**config.mk**
```make
export PLATFORM = sky130hd
export DESIGN_NAME = aes_seq_ctrl
export DESIGN_NICKNAME = d
export VERILOG_FILES = /design/src/rtl/aes_pkg.sv /design/src/rtl/aes_byte_serializer.sv /design/src/rtl/aes_seq_ctrl.sv
export SDC_FILE = /design/constraint.sdc
export NUM_CORES = 1
export LEC_CHECK = 0
export CAP_MARGIN = 20
export CORE_ASPECT_RATIO = 0.8
export CORE_MARGIN = 2
export CORE_UTILIZATION = 25
export CTS_CLUSTER_DIAMETER = 60
export DETAILED_ROUTE_END_ITERATION = 8
export GPL_TIMING_DRIVEN = 1
export PLACE_DENSITY = 0.52
export SYNTH_ARGS = -nofsm -noshare
export SYNTH_HDL_FRONTEND = slang
export SYNTH_SLANG_ARGS = --single-unit
```
**constraint.sdc**
```tcl
create_clock -name clk -period 2.35 [get_ports clk]
set_clock_uncertainty 0.15 [all_clocks]
set_input_delay 0.235 -clock clk [delete_from_list [all_inputs] [get_ports clk]]
set_output_delay 0.235 -clock clk [all_outputs]
set_load 0.01 [all_outputs]
```
**src/rtl/aes_pkg.sv**
```systemverilog
// Shared types and constants for the AES-128 sequencing controller.
package aes_pkg;

    localparam int AES_BLK_W      = 128;
    localparam int AES_BYTES      = 16;
    localparam int AES128_NROUNDS = 10;

    typedef enum logic [2:0] {
        ST_IDLE    = 3'd0,
        ST_LOAD    = 3'd1,
        ST_ROUND   = 3'd2,
        ST_CAPTURE = 3'd3,
        ST_DRAIN   = 3'd4
    } aes_seq_state_t;

endpackage

```
**src/rtl/aes_byte_serializer.sv**
```systemverilog
// 128-to-8 output shift register: loaded once per block, streams byte 0 first
// over a valid/ready port and flags the final byte.
module aes_byte_serializer
    import aes_pkg::*;
(
    input  logic                 clk,
    input  logic                 rst_n,
    input  logic                 load_i,
    input  logic [AES_BLK_W-1:0] data_i,
    output logic                 out_valid_o,
    input  logic                 out_ready_i,
    output logic [7:0]           data_out_o,
    output logic                 out_last_o,
    output logic                 done_o
);

    localparam int CNT_W = $clog2(AES_BYTES);

    logic [AES_BLK_W-1:0] sreg_q, sreg_d;
    logic [CNT_W-1:0]     cnt_q, cnt_d;
    logic                 valid_q, valid_d;
    logic                 xfer;

    assign out_valid_o = valid_q;
    assign data_out_o  = sreg_q[AES_BLK_W-1 -: 8];
    assign out_last_o  = valid_q & (cnt_q == CNT_W'(AES_BYTES - 1));
    assign xfer        = valid_q & out_ready_i;
    assign done_o      = xfer & out_last_o;

    always_comb begin
        sreg_d  = sreg_q;
        cnt_d   = cnt_q;
        valid_d = valid_q;
        if (load_i) begin
            sreg_d  = data_i;
            cnt_d   = '0;
            valid_d = 1'b1;
        end else if (xfer) begin
            sreg_d = {sreg_q[AES_BLK_W-9:0], 8'h00};
            cnt_d  = cnt_q + CNT_W'(1);
            if (out_last_o) begin
                valid_d = 1'b0;
            end
        end
    end

    always_ff @(posedge clk or negedge rst_n) begin
        if (!rst_n) begin
            sreg_q  <= '0;
            cnt_q   <= '0;
            valid_q <= 1'b0;
        end else begin
            sreg_q  <= sreg_d;
            cnt_q   <= cnt_d;
            valid_q <= valid_d;
        end
    end

endmodule

```
**src/rtl/aes_seq_ctrl.sv**
```systemverilog
// Sequencing controller for the iterative AES-128 round datapath.
// Optional AES_SEQ_CTRL_PERF_EN adds a completed-block counter output blk_count.
module aes_seq_ctrl
    import aes_pkg::*;
#(
    parameter int NROUNDS = AES128_NROUNDS
) (
    input  logic         clk,
    input  logic         rst_n,
    input  logic         in_valid,
    output logic         in_ready,
    input  logic [127:0] data_in,
    input  logic [127:0] key,
    output logic [127:0] dp_state,
    output logic [127:0] dp_key,
    output logic         dp_load,
    output logic         dp_round_en,
    output logic [3:0]   dp_round,
    output logic         dp_last,
    input  logic [127:0] dp_result,
    output logic         out_valid,
    input  logic         out_ready,
    output logic [7:0]   data_out,
    output logic         out_last,
`ifdef AES_SEQ_CTRL_PERF_EN
    output logic [31:0]  blk_count,
`endif
    output logic [2:0]   dbg_state
);

    // Both ports are valid/ready: a transfer happens on a rising edge where
    // valid and ready are both high; a source holds valid and payload until then.
    aes_seq_state_t state_q, state_d;
    logic [3:0]     round_q, round_d;
    logic [127:0]   pt_q, key_q;
    logic           accept, capture, drain_done;

    assign accept    = in_valid & in_ready;
    assign dp_state  = pt_q;
    assign dp_key    = key_q;
    assign dbg_state = state_q;

    always_comb begin
        state_d     = state_q;
        round_d     = round_q;
        in_ready    = 1'b0;
        dp_load     = 1'b0;
        dp_round_en = 1'b0;
        dp_round    = '0;
        dp_last     = 1'b0;
        capture     = 1'b0;
        unique case (state_q)
            ST_IDLE: begin
                in_ready = rst_n;
                if (in_valid) state_d = ST_LOAD;
            end
            ST_LOAD: begin
                dp_load = 1'b1;
                round_d = 4'd1;
                state_d = ST_ROUND;
            end
            ST_ROUND: begin
                dp_round_en = 1'b1;
                dp_round    = round_q;
                dp_last     = (round_q == 4'(NROUNDS));
                round_d     = round_q + 4'd1;
                if (dp_last) state_d = ST_CAPTURE;
            end
            ST_CAPTURE: begin
                capture = 1'b1;
                state_d = ST_DRAIN;
            end
            ST_DRAIN: begin
                if (drain_done) state_d = ST_IDLE;
            end
            default: state_d = ST_IDLE;
        endcase
    end

    always_ff @(posedge clk or negedge rst_n) begin
        if (!rst_n) begin
            state_q <= ST_IDLE;
            round_q <= '0;
            pt_q    <= '0;
            key_q   <= '0;
        end else begin
            state_q <= state_d;
            round_q <= round_d;
            if (accept) begin
                pt_q  <= data_in;
                key_q <= key;
            end
        end
    end

    // dp_result is final in CAPTURE: the datapath updated on the last round edge.
    aes_byte_serializer u_ser (
        .clk         (clk),
        .rst_n       (rst_n),
        .load_i      (capture),
        .data_i      (dp_result),
        .out_valid_o (out_valid),
        .out_ready_i (out_ready),
        .data_out_o  (data_out),
        .out_last_o  (out_last),
        .done_o      (drain_done)
    );

`ifdef AES_SEQ_CTRL_PERF_EN
    logic [31:0] blk_count_q;

    always_ff @(posedge clk or negedge rst_n) begin
        if (!rst_n) begin
            blk_count_q <= '0;
        end else if (drain_done) begin
            blk_count_q <= blk_count_q + 32'd1;
        end
    end

    assign blk_count = blk_count_q;
`endif

endmodule
```
; Word level (Yosys, flattened, before mapping)
; Index checks and enable logic that the tools add are counted.
[classes]
mux = 18
reduce_logical = 6
n_eq_ne = 9
bitwise_logic = 4
n_addsub = 2
[ops]
columns = cell, n
row1 = 128-bit 2-to-1 mux, 2
row2 = 3-bit case mux with 5 select lines, 1
row3 = 4-bit 2-to-1 mux, 3
row4 = 3-bit 2-to-1 mux, 3
row5 = 4-bit by 1-bit adder with 4-bit output (second input constant), 2
row6 = 4-bit equality test (second input constant), 2
row7 = 1-bit 2-to-1 mux, 8
row8 = 4-bit case mux with 2 select lines, 1
row9 = 3-bit by 2-bit equality test with 1-bit output (second input constant), 2
row10 = 2-bit != test (second input constant), 3
row11 = 2-bit nonzero test, 3
row12 = 1-bit AND, 4
row13 = 3-bit by 1-bit equality test with 1-bit output (second input constant), 1
row14 = 3-bit equality test (second input constant), 1
row15 = 3-bit zero test, 1
row16 = 3-bit AND reduction, 1
row17 = 2-bit AND reduction, 1
[word_totals]
word_cells = 46
output_inout_bits = 277
ff_bits = 396

; Longest topological paths before layout
[depth]
word_depth = 5
ltp_mapped = 8

; Modules after synthesis
; Synthesis repeated with hierarchy kept, for this count alone.
[unflattened]
cells_unflattened = 1166
hier_area_um2 = 16804.9
[by_module_without_submodules]
columns = mod, instances, area_each_um2, cells_per_inst, seq_area_each_um2
row1 = aes_seq_ctrl, 1, 10754.1, 580, 6581.3
row2 = aes_byte_serializer, 1, 6050.8, 586, 3328.2

; Least setup slack after synthesis
; No wires, ideal clock.
[synth_timing]
path_kind = register to register
from = register state_q[0], in the netlist dbg_state[0]
to = register key_q[108], in the netlist dp_key[108]
n_path_buf = 3
period_less_slack_ns = 1.945
path_slack_ns = 0.405
stages_incl_launch_ff = 7
setup_time_ns = 0.128
arrival_ns = 1.668
cell_sequence = dfrtp_1 -> buf_4 -> nor4b_4 -> nand2_2 -> buf_6 -> buf_6 -> mux2_1
[synth_via]
elab_chain_len = 3
[synth_lines]
columns = item, line_no
row1 = from (decl), aes_seq_ctrl.sv:33  ; aes_seq_state_t state_q, state_d;
row2 = from (signal assigned), aes_seq_ctrl.sv:87  ; state_q <= state_d;
row3 = 3-bit zero test, aes_seq_ctrl.sv:52  ; unique case (state_q)
row4 = 1-bit 2-to-1 mux, aes_seq_ctrl.sv:52
row5 = via in_ready, aes_seq_ctrl.sv:11  ; output logic in_ready,
row6 = 1-bit AND, aes_seq_ctrl.sv:38  ; assign accept = in_valid & in_ready;
row7 = to (signal assigned), aes_seq_ctrl.sv:91  ; key_q <= key;
row8 = to (decl), aes_seq_ctrl.sv:35  ; logic [127:0] pt_q, key_q;
; The timed path passes the listed nets, and every way through them passes these cells.
; A chain may end at the register's enable or synchronous reset.

; Worst setup path after layout
[layout_timing]
from = register state_q[2], in the netlist dbg_state[2]
to = output port dp_round[0]
[layout_via]
elab_chain_len = 2
[layout_lines]
columns = item, line_no
row1 = 3-bit by 2-bit equality test with 1-bit output, aes_seq_ctrl.sv:52
row2 = 4-bit 2-to-1 mux, aes_seq_ctrl.sv:52
row3 = to (decl), aes_seq_ctrl.sv:18  ; output logic [3:0] dp_round,
; No other way between the ends.

==> impl_metrics.py <==
metrics = {
    "synthesis": {
        "ys_async_sr_fraction_pct": 100,
        "synth_xor_area_share_pct": 0.104,
        "post_synth.cell_area_avg_um2": 14.4,
        "synth_mux_area_share_pct": 29.2,
        "synth_warnings": 0,
        "syn_area_um2": 16900,
        "synth_adder_area_share_pct": 0.223,
        "ys_ff_latch": 396,
        "synth_seq_area_share_pct": 58.8,
        "post_synth_num_cell_types": 33,
        "yosys.area_share.simple_pct": 4.42,
        "syn-num-nets": 1559,
        "synthCells": 1168,
        "synth-compound-area-share_pct": 3.85,
        "synth-main-ff-cell": "dfrtp_1",
        "synth_edf_count": 0,
        "synth_top_family_by_area": "multiplexers",
    },
    "power": {
        "p_int_uw": 23100,
        "clock_power_share_pct": 20.7,
        "combPwrFrac_pct": 42.9,
        "power.density_nw_per_um2": 1280,
        "leakage_uw": 0.0119,
        "ir_worst_vdd_mv": 0.587,
        "switching_share_pct": 31.2,
        "p_switching_uw": 10500,
        "seqPwrFrac_pct": 36.4,
    },
    "sta": {
        "max_freq_mhz": 447,
        "finalMaxSlewViolations": 0,
        "rsz0062_at_grt": "no",
        "setup_viol": 0,
        "slew_headroom_pct": 32.5,
        "period_needed_ns": 2.24,
        "hold_viol": 0,
        "min_period_over_period_pct": 95.3,
        "tightest_slew_ns": 1.01,
        "worst_slack_ns": 0.111,
    },
    "global_route": {
        "antenna_found_initial": 9,
        "first_global_vias": 12619,
        "grt_max_degree": 152,
        "grt_pass1_wl_um": 81800,
        "grt.overflow.total": 0,
        "grt_usage_pct": 15.6,
    },
    "detailed_routing": {
        "final_antenna_net_count": 0,
        "post_drt_wl_per_cell_um": 20.1,
        "drc": 0,
        "drtIter0Drc": 376,
        "drtPass1Iterations": 4,
        "vias_per_cell": 4.19,
        "drt-total-wl_um": 55600,
        "vias": 11564,
    },
    "clocking": {
        "clock_path_buffers": 3,
        "h-tree-depth": 2,
        "cts_made_buffers": 46,
        "cts_root_buffer": "clkbuf_16",
        "cts_tree": "yes",
        "clkTransAtPathRegs_ns": 0.06,
        "insertion_delay_ns": 0.56,
        "cts.sinks": 396,
    },
    "worst_setup_path": {
        "cp-start-kind": "flip-flop",
        "path_cells": "nor3b_4 -> buf_12 -> and2_1 -> clkdlybuf4s15_1",
        "path_max_fanout": 7,
        "slowest_delay_ns": 0.44,
        "crit_required_ns": 1.97,
        "crit_arrival_ns": 1.85,
        "critPathCaptureType": "primary output",
        "crit_type": "reg -> out",
        "crit_path_top_delay_cell": "dfrtp_2",
        "path_delay_family": "flip-flops",
        "path_buf_inv": 2,
    },
    "floorplan": {
        "start_util_pct": 25.2,
        "boundaryPins": 665,
        "coreArea_um2": 67000,
        "die_h_um": 236,
        "rows": 85,
        "die-area_um2": 69500,
        "die_width_um": 294,
    },
    "cells_and_area": {
        "drive_gt1_share_pct": 19.5,
        "layout.cells.most_common": "clkdlybuf4s50_1",
        "syn_to_final_growth_pct": 55.2,
        "final_nets": 2247,
        "design_area_um2": 26200,
        "fin_cells": 2760,
        "layout_common_cells": "653 x clkdlybuf4s50_1, 393 x dfrtp_1, 216 x mux2_4, 142 x nand2_1",
    },
    "place": {
        "dp_hpwl_um": 41800,
        "dp_cells": 2668,
        "placed_area_um2": 24600,
        "gp_congestion": 0.843,
        "portBuffers": 664,
        "preCtsSetupSlack_ns": 0.0571,
    },
    "flow_run": {
        "drv_cap": 0,
    },
    "min_path": {
        "hp-class": "in -> reg",
    },
    "outcome": {
        "status": "finished, final reports clean",
    },
}
## final timing paths
kind | cells past startpoint | end | slack, ns | from
max | 4 | dp_round[0] | 0.11 | dbg_state[2]
min | 3 | u_ser.sreg_q[7] | 0.07 | dp_result[7]
max reg2reg | 7 | dp_state[80] | 0.15 | dbg_state[2]
min reg2reg | 1 | dp_state[116] | 0.34 | dp_state[116]
max in group asynchronous | 5 | dp_state[49] | 0.72 | rst_n
min in group asynchronous | 4 | u_ser.sreg_q[0] | 0.40 | rst_n
## cells in the mapped netlist (all sizes together), types with 2 or more instances
cell    count  share of area (%)
a21oi       3              0.089
and2        4               0.15
buf        64                3.0
clkbuf     16               0.36
dfrtp     396                 59
ha          3               0.22
inv         6               0.13
mux2      256                 22
mux2i     122                7.2
nand2     144                3.2
nand3      12               0.36
nor2        5               0.11
o21ai     122                3.6
xor2        2               0.10
## worst min-delay path, cell delays in order
cell and delay (ns):
clkdlybuf4s50_1 0.40, nand2_1 0.06, nand2_1 0.04
## power by group through the flow
stage	logic [uW]	clock network [uW]	registers [uW]
final	14400	6940	12200
after global routing	15300	7490	12600
after CTS	14700	7200	12200
after detailed placement	14500	0	12200
after global placement	14400	0	12200
after floorplan	6140	0	12800
## state kept, by name (all words and copies together) (netlist names)
| signal | cells |
|---|---|
| u_ser.out_valid_o | 1 |
| dp_key | 128 |
| u_ser.cnt_q | 4 |
| dbg_state | 3 |
| u_ser.sreg_q | 128 |
| dp_state | 128 |
| round_q | 4 |
## cell families after synthesis
| logic type | after synthesis |
|---|---|
| buffers and inverters | 86 |
| XOR/XNOR | 2 |
| AND/OR/NAND/NOR | 175 |
| AO/OA/AOI/OAI | 128 |
| flip-flops | 396 |
| multiplexers | 378 |
| adder cells (fa/ha/maj) | 3 |
## per-stage QoR
step,total power [uW],util (%),TNS [ns],hold slack [ns]
2_1_floorplan,18900,-,0,-0.211
3_3_place_gp,26600,36.7,0,0.326
3_5_place_dp,26700,36.7,0,0.331
4_1_cts,34100,39.0,-0.0282,0.00681
5_1_grt,35400,39.0,0,0.0256
6_report,33600,39.0,0,0.0669
## area by class of cell
class / instances / area [um2]
Clock inverter: 10 / 88.8
Timing Repair Buffer: 720 / 7290
Fill cell: 6350 / 40800
Antenna cell: 5 / 12.5
Tap cell: 870 / 1090
Clock buffer: 67 / 1340
Inverter: 6 / 22.5
Multi-Input combinational cell: 686 / 6400
Sequential cell: 396 / 9910
## routing by layer
metal / GRT usage, % / share of wire [%]
met4: 4.24 / 2.1
met5: 0 / 0.092
met3: 4.92 / 6.8
met1: 19.3 / 42
met2: 26.2 / 49
## repair_timing
item	in CTS	in global routing
pin swaps	0	2
endpoints found under the hold margin	359	0
hold buffers	1	0
gates resized for setup	18	5
endpoints found under the setup margin	9	4
setup buffers	8	1
(Power assumes the default switching activity.)
